### src/rtl/pio_ctrl_regs.sv
// PIO register slave for the SAP1 control block.
// ID/scratch, run/step/halt control, cycle counter and program-memory window.
module pio_ctrl_regs #(
    parameter logic [31:0] ID_VALUE  = 32'h5A50_0001,
    parameter logic [31:0] BAD_RDATA = 32'hDEAD_BEEF
) (
    input  logic        clk,
    input  logic        reset,
    input  logic [15:0] pio_addr,
    input  logic [31:0] pio_data_w,
    input  logic        pio_rw,
    input  logic        pio_cmd_vld,
    output logic        pio_rd_vld,
    output logic [31:0] pio_data_r,
    input  logic        core_hlt,
    output logic        core_run,
    output logic        core_clr,
    output logic        pmem_we,
    output logic [3:0]  pmem_addr,
    output logic [7:0]  pmem_wdata
);

    typedef enum logic [1:0] {
        ST_IDLE = 2'd0,
        ST_RUN  = 2'd1,
        ST_STEP = 2'd2,
        ST_HALT = 2'd3
    } state_t;

    localparam logic [15:0] ADDR_ID      = 16'h0000;
    localparam logic [15:0] ADDR_CTRL    = 16'h0004;
    localparam logic [15:0] ADDR_STATUS  = 16'h0008;
    localparam logic [15:0] ADDR_CYCLES  = 16'h000C;
    localparam logic [15:0] ADDR_SCRATCH = 16'h0010;
    localparam logic [9:0]  PMEM_PAGE    = 10'h004;

    state_t      state;
    state_t      state_next;
    logic        core_run_next;
    logic        core_clr_next;

    logic [31:0] cycles;
    logic [31:0] scratch;
    logic        pmem_err;
    logic [7:0]  pmem_shadow [16];

    logic        aligned;
    logic        hit_id;
    logic        hit_ctrl;
    logic        hit_status;
    logic        hit_cycles;
    logic        hit_scratch;
    logic        hit_pmem;
    logic        rd;
    logic        wr;
    logic        ctrl_wr;
    logic        cmd_clear;
    logic        cmd_halt;
    logic        cmd_step;
    logic        cmd_run;
    logic        pmem_open;
    logic        pmem_ok;
    logic        pmem_bad;
    logic [31:0] status_word;
    logic [31:0] rdata_next;

    // Address decode and command qualification for the current bus cycle.
    always_comb begin
        aligned     = (pio_addr[1:0] == 2'b00);
        hit_id      = (pio_addr == ADDR_ID);
        hit_ctrl    = (pio_addr == ADDR_CTRL);
        hit_status  = (pio_addr == ADDR_STATUS);
        hit_cycles  = (pio_addr == ADDR_CYCLES);
        hit_scratch = (pio_addr == ADDR_SCRATCH);
        hit_pmem    = aligned && (pio_addr[15:6] == PMEM_PAGE);
        rd          = pio_cmd_vld && pio_rw;
        wr          = pio_cmd_vld && !pio_rw;
        ctrl_wr     = wr && hit_ctrl;
        cmd_clear   = ctrl_wr && pio_data_w[3];
        cmd_halt    = ctrl_wr && pio_data_w[2];
        cmd_step    = ctrl_wr && pio_data_w[1];
        cmd_run     = ctrl_wr && pio_data_w[0];
        pmem_open   = (state == ST_IDLE) || (state == ST_HALT);
        pmem_ok     = wr && hit_pmem && pmem_open;
        pmem_bad    = wr && hit_pmem && !pmem_open;
    end

    // Control FSM next state; clear beats everything, halt beats step/run.
    always_comb begin
        state_next    = state;
        core_clr_next = cmd_clear;
        if (cmd_clear) begin
            state_next = ST_IDLE;
        end else begin
            unique case (state)
                ST_RUN: begin
                    if (cmd_halt || core_hlt) begin
                        state_next = ST_HALT;
                    end
                end
                ST_STEP: begin
                    state_next = ST_HALT;
                end
                ST_IDLE, ST_HALT: begin
                    if (cmd_halt) begin
                        state_next = state;
                    end else if (cmd_step) begin
                        state_next = ST_STEP;
                    end else if (cmd_run) begin
                        state_next = ST_RUN;
                    end
                end
                default: begin
                    state_next = ST_IDLE;
                end
            endcase
        end
        core_run_next = (state_next == ST_RUN) || (state_next == ST_STEP);
    end

    // FSM state and registered core controls.
    always_ff @(posedge clk) begin
        if (reset) begin
            state    <= ST_IDLE;
            core_run <= 1'b0;
            core_clr <= 1'b0;
        end else begin
            state    <= state_next;
            core_run <= core_run_next;
            core_clr <= core_clr_next;
        end
    end

    // Saturating run-cycle counter; clear wins over increment.
    always_ff @(posedge clk) begin
        if (reset) begin
            cycles <= 32'd0;
        end else if (cmd_clear) begin
            cycles <= 32'd0;
        end else if (core_run && (cycles != 32'hFFFF_FFFF)) begin
            cycles <= cycles + 32'd1;
        end
    end

    // Scratch register.
    always_ff @(posedge clk) begin
        if (reset) begin
            scratch <= 32'd0;
        end else if (wr && hit_scratch) begin
            scratch <= pio_data_w;
        end
    end

    // Sticky flag for program-memory writes attempted while the core runs.
    always_ff @(posedge clk) begin
        if (reset) begin
            pmem_err <= 1'b0;
        end else if (cmd_clear) begin
            pmem_err <= 1'b0;
        end else if (pmem_bad) begin
            pmem_err <= 1'b1;
        end
    end

    // Program-memory write port and its readable shadow copy.
    always_ff @(posedge clk) begin
        if (reset) begin
            pmem_we    <= 1'b0;
            pmem_addr  <= 4'd0;
            pmem_wdata <= 8'd0;
            for (int i = 0; i < 16; i++) begin
                pmem_shadow[i] <= 8'd0;
            end
        end else begin
            pmem_we <= pmem_ok;
            if (pmem_ok) begin
                pmem_addr                   <= pio_addr[5:2];
                pmem_wdata                  <= pio_data_w[7:0];
                pmem_shadow[pio_addr[5:2]]  <= pio_data_w[7:0];
            end
        end
    end

    // Read data mux; core_hlt is reported live.
    always_comb begin
        status_word       = 32'd0;
        status_word[1:0]  = state;
        status_word[8]    = core_hlt;
        status_word[9]    = pmem_err;
        rdata_next        = BAD_RDATA;
        if (hit_id) begin
            rdata_next = ID_VALUE;
        end else if (hit_ctrl) begin
            rdata_next = 32'd0;
        end else if (hit_status) begin
            rdata_next = status_word;
        end else if (hit_cycles) begin
            rdata_next = cycles;
        end else if (hit_scratch) begin
            rdata_next = scratch;
        end else if (hit_pmem) begin
            rdata_next = {24'd0, pmem_shadow[pio_addr[5:2]]};
        end
    end

    // One-cycle read response; reset drops any pending response.
    always_ff @(posedge clk) begin
        if (reset) begin
            pio_rd_vld <= 1'b0;
            pio_data_r <= 32'd0;
        end else begin
            pio_rd_vld <= rd;
            if (rd) begin
                pio_data_r <= rdata_next;
            end
        end
    end

endmodule
### config.mk
export PLATFORM = sky130hd
export DESIGN_NAME = pio_ctrl_regs
export DESIGN_NICKNAME = d
export VERILOG_FILES = /design/src/rtl/pio_ctrl_regs.sv
export SDC_FILE = /design/constraint.sdc
export NUM_CORES = 1
export LEC_CHECK = 0
export CORE_AREA = 2 2 195 197
export DETAILED_ROUTE_END_ITERATION = 10
export DIE_AREA = 0 0 197 199
export PLACE_DENSITY = 0.48
export SYNTH_ARGS = -nofsm -noshare
export SYNTH_HDL_FRONTEND = slang
export SYNTH_SLANG_ARGS = --single-unit
### constraint.sdc
create_clock -name clk -period 2.2 [get_ports clk]
set_input_delay 0.22 -clock clk [delete_from_list [all_inputs] [get_ports clk]]
set_output_delay 0.22 -clock clk [all_outputs]
set_load 0.02 [all_outputs]
==> flow_metrics.py <==
metrics = {
    "floorplan": {
        "num_rows": 71,
        "die_y_um": 199,
        "core-area_mm2": 0.0371,
        "die_area_mm2": 0.0392,
        "die_w_um": 197,
        "io_pins": 101,
        "start_util": 0.296,
    },
    "worst_setup_path": {
        "cp_data_arrival_time_ps": 2550,
        "worstSetupPathType": "reg2reg",
        "required_ps": 2650,
        "critPathMaxFanout": 10,
        "start_kind": "register",
        "timing.critical_path.buf_inv": 0,
        "cp_top_family": "simple AND/OR/NAND/NOR gates",
        "rrSetupSlack_ps": 100,
        "max_stage_delay_ps": 600,
        "r2r_start": "cycles[6]",
        "crit_start": "cycles[6]",
        "rr_worst_depth": 6,
        "critical_path.cell_chain": "nand4_2 -> or3_4 -> or4_4 -> o21ai_4 -> mux2i_1 -> nor2_2",
        "timing.rr.end": "cycles[1]",
        "crit_slowest_cell": "or4_4",
        "crit_path_end_kind": "register",
    },
    "synthesis": {
        "netlist_instances": 998,
        "synth_edf_count": 128,
        "synth_top_area_frac": 0.349,
        "yosysSeqAreaShare": 0.558,
        "synth_area_leaders": "edfxtp_1, dfxtp_1, mux4_2, and2_1, nand2_1",
        "syn_area_mm2": 0.0110,
        "yosys_warnings": 0,
        "yosys.cell_types.count": 64,
        "ys_ff_latch": 243,
        "syn_avg_cell_area_um2": 11.0,
        "synth_ff_type": "edfxtp_1",
        "async_reset_ff_frac": 0,
        "syn_nets": 1054,
        "synth_top_area_cell": "edfxtp_1",
    },
    "clocking": {
        "cts.sinks": 243,
        "cts_made_buffers": 28,
        "htreeDepth": 1,
        "clk_transition_reported_paths_ps": 60,
        "clk_latency_ps": 560,
        "clock_path_buffers": 3,
        "cts_tree": "built",
        "clockRootBuffer": "clkbuf_16",
    },
    "timing": {
        "worstMarginPinSlew_ps": 591,
        "period_needed_ps": 2100,
        "skew_ps": 15.7,
        "drv_slew": 0,
        "hold_violations": 0,
        "rsz0062_at_grt": "no",
        "setup_viol": 0,
        "clock.fmax_ghz": 0.476,
        "post-route-period-util": 0.954,
        "maxSlewHeadroom": 0.604,
    },
    "place": {
        "place.gp.congestion": 0.812,
        "portBuffers": 100,
        "dpl-instance-area_mm2": 0.0135,
        "hpwl_um": 24500,
    },
    "routing": {
        "dr_wl_met3_um": 1850,
        "dr_wl_met2_um": 16200,
        "drt-met1-wl_um": 15200,
        "routed_wl_um": 33900,
        "route.detailed.drc": 0,
        "drt-pass1-iter-count": 5,
        "highest_layer": "met4",
        "vias": 8240,
        "wl_per_cell_um": 20.0,
        "vias_per_cell": 4.85,
        "drt_iter0_markers": 485,
        "antenna_left": 0,
    },
    "final_layout": {
        "post-route-util": 0.391,
        "drive_gt1_frac": 0.224,
        "fin_area_mm2": 0.0145,
        "syn2layout_area_growth_pct": 31.9,
        "final_nets": 1260,
        "diodes": 0,
    },
    "flow_run": {
        "maxCapViolations": 0,
    },
    "global_route": {
        "grt_max_degree": 79,
        "grt_pass1_wl_um": 50700,
        "groute.usage.overall": 0.173,
        "grt-ovfl-total": 0,
        "antenna_found_initial": 1,
        "grt_pass1_vias": 8195,
    },
    "power_and_ir_drop": {
        "p_total_w": 0.0109,
        "power_density_mw_per_mm2": 750,
        "vdd_drop_max_mv": 0.632,
        "cellLeakagePower_nw": 5.18,
    },
    "worst_hold_path": {
        "min_path_cells": 3,
        "hold_path_end": "pio_rd_vld",
        "hp-start": "reset",
        "min_path_type": "in2reg",
    },
    "run_status": {
        "status": "complete, no violations",
    },
}
[routing by layer]
metal	GRT usage	up-vias
met2	0.285	204
li1	-	3985
met5	0	-
met3	0.0275	44
met1	0.238	4007
met4	0.0418	0
[sequential cells by signal, indices dropped and copies added (netlist names)]
register     count
pio_rd_vld       1
pmem_err         1
cycles          32
pmem_we          1
pmem_wdata       8
state            2
core_run         1
pmem_shadow    128
scratch         32
core_clr         1
pio_data_r      32
pmem_addr        4
[synthesized netlist by cell type (8+ instances only)]
cell type and n:
xor2_1 12, edfxtp_1 128, nor2_1 78, a21oi_1 54, or2_2 19, nor4_1 9, nand2_1 124, and3_1 9
nor3_1 21, o21ai_0 46, clkbuf_1 45, buf_2 8, and2_1 131, a22o_1 12, dfxtp_1 115, nand3_1 15
mux4_2 40, nand4_1 11, xnor2_1 15, inv_1 13
[cell families after synthesis]
logic type | Yosys count | synth area share
multiplexers | 41 | 0.0828
flip-flops | 243 | 0.558
buffers and inverters | 74 | 0.0284
AO/OA/AOI/OAI | 161 | 0.0932
XOR/XNOR | 27 | 0.0215
adder cells (fa/ha/maj) | 3 | 0.00341
AND/OR/NAND/NOR | 449 | 0.212
[tightest hold or removal path: stages]
cell	delay (ps)
buf_2	200
nor2_1	100
buf_4	150
[repair_timing]
item,4_1_cts,5_1_grt
endpoints found under the setup margin,1,141
pin swaps,0,7
gates cloned,0,0
resized for setup,1,32
buffers inserted,0,2
hold buffers,0,0
[final cells by class]
type                    instances  area [um^2]
inverters                      13         48.8
clock buffers                  30          729
flip-flops and latches        243         6150
clock inverters                21          184
multi-input cells             681         4660
fillers                      3668        22600
well taps                     474          593
repair buffers                237         2140
[worst max path at each step]
| stage | endpoint | slack, ps | cells after the start |
|---|---|---|---|
| after global placement | pmem_shadow[7][5] | -520 | 8 |
| final | cycles[1] | 100 | 6 |
| after floorplan | pmem_shadow[12][0] | -6 | 6 |
| after global routing | pmem_shadow[3][6] | 1 | 9 |
| after detailed placement | pmem_shadow[6][3] | -520 | 8 |
| after CTS | pmem_shadow[12][3] | 9 | 8 |
[through the flow]
| step | std cells | setup slack (ps) | hold slack, ps | TNS, ps |
|---|---|---|---|---|
| final | 1699 | 100 | 181 | 0 |
| after detailed placement | 1646 | -521 | 446 | -128830 |
| after global routing | 1699 | 1.44 | 164 | 0 |
| after CTS | 1697 | 9.45 | 124 | 0 |
| after floorplan | 998 | -5.53 | 360 | -209 |
| after global placement | 1646 | -517 | 442 | -125210 |
[cells in the final DEF, fill, tap and decap left out, types with 19 or more instances in the layout]
cell             synthesis  final
edfxtp_1               128    128
nand2_1                124    123
mux4_2                  40     40
nor3_1                  21     19
buf_4                    0    126
and2_1                 131    131
dfxtp_1                115    112
nor2_1                  78     71
clkbuf_16                0     29
a21oi_1                 54     54
clkdlybuf4s50_1          0     97
o21ai_0                 46     46
[where the power goes]
group	internal (W)	leakage, nW	switching, W
clock	0.00273	0.434	0.00193
combinational	0.000606	2.50	0.000597
sequential	0.00491	2.26	0.000103
Power figures use the tool's default switching activity.
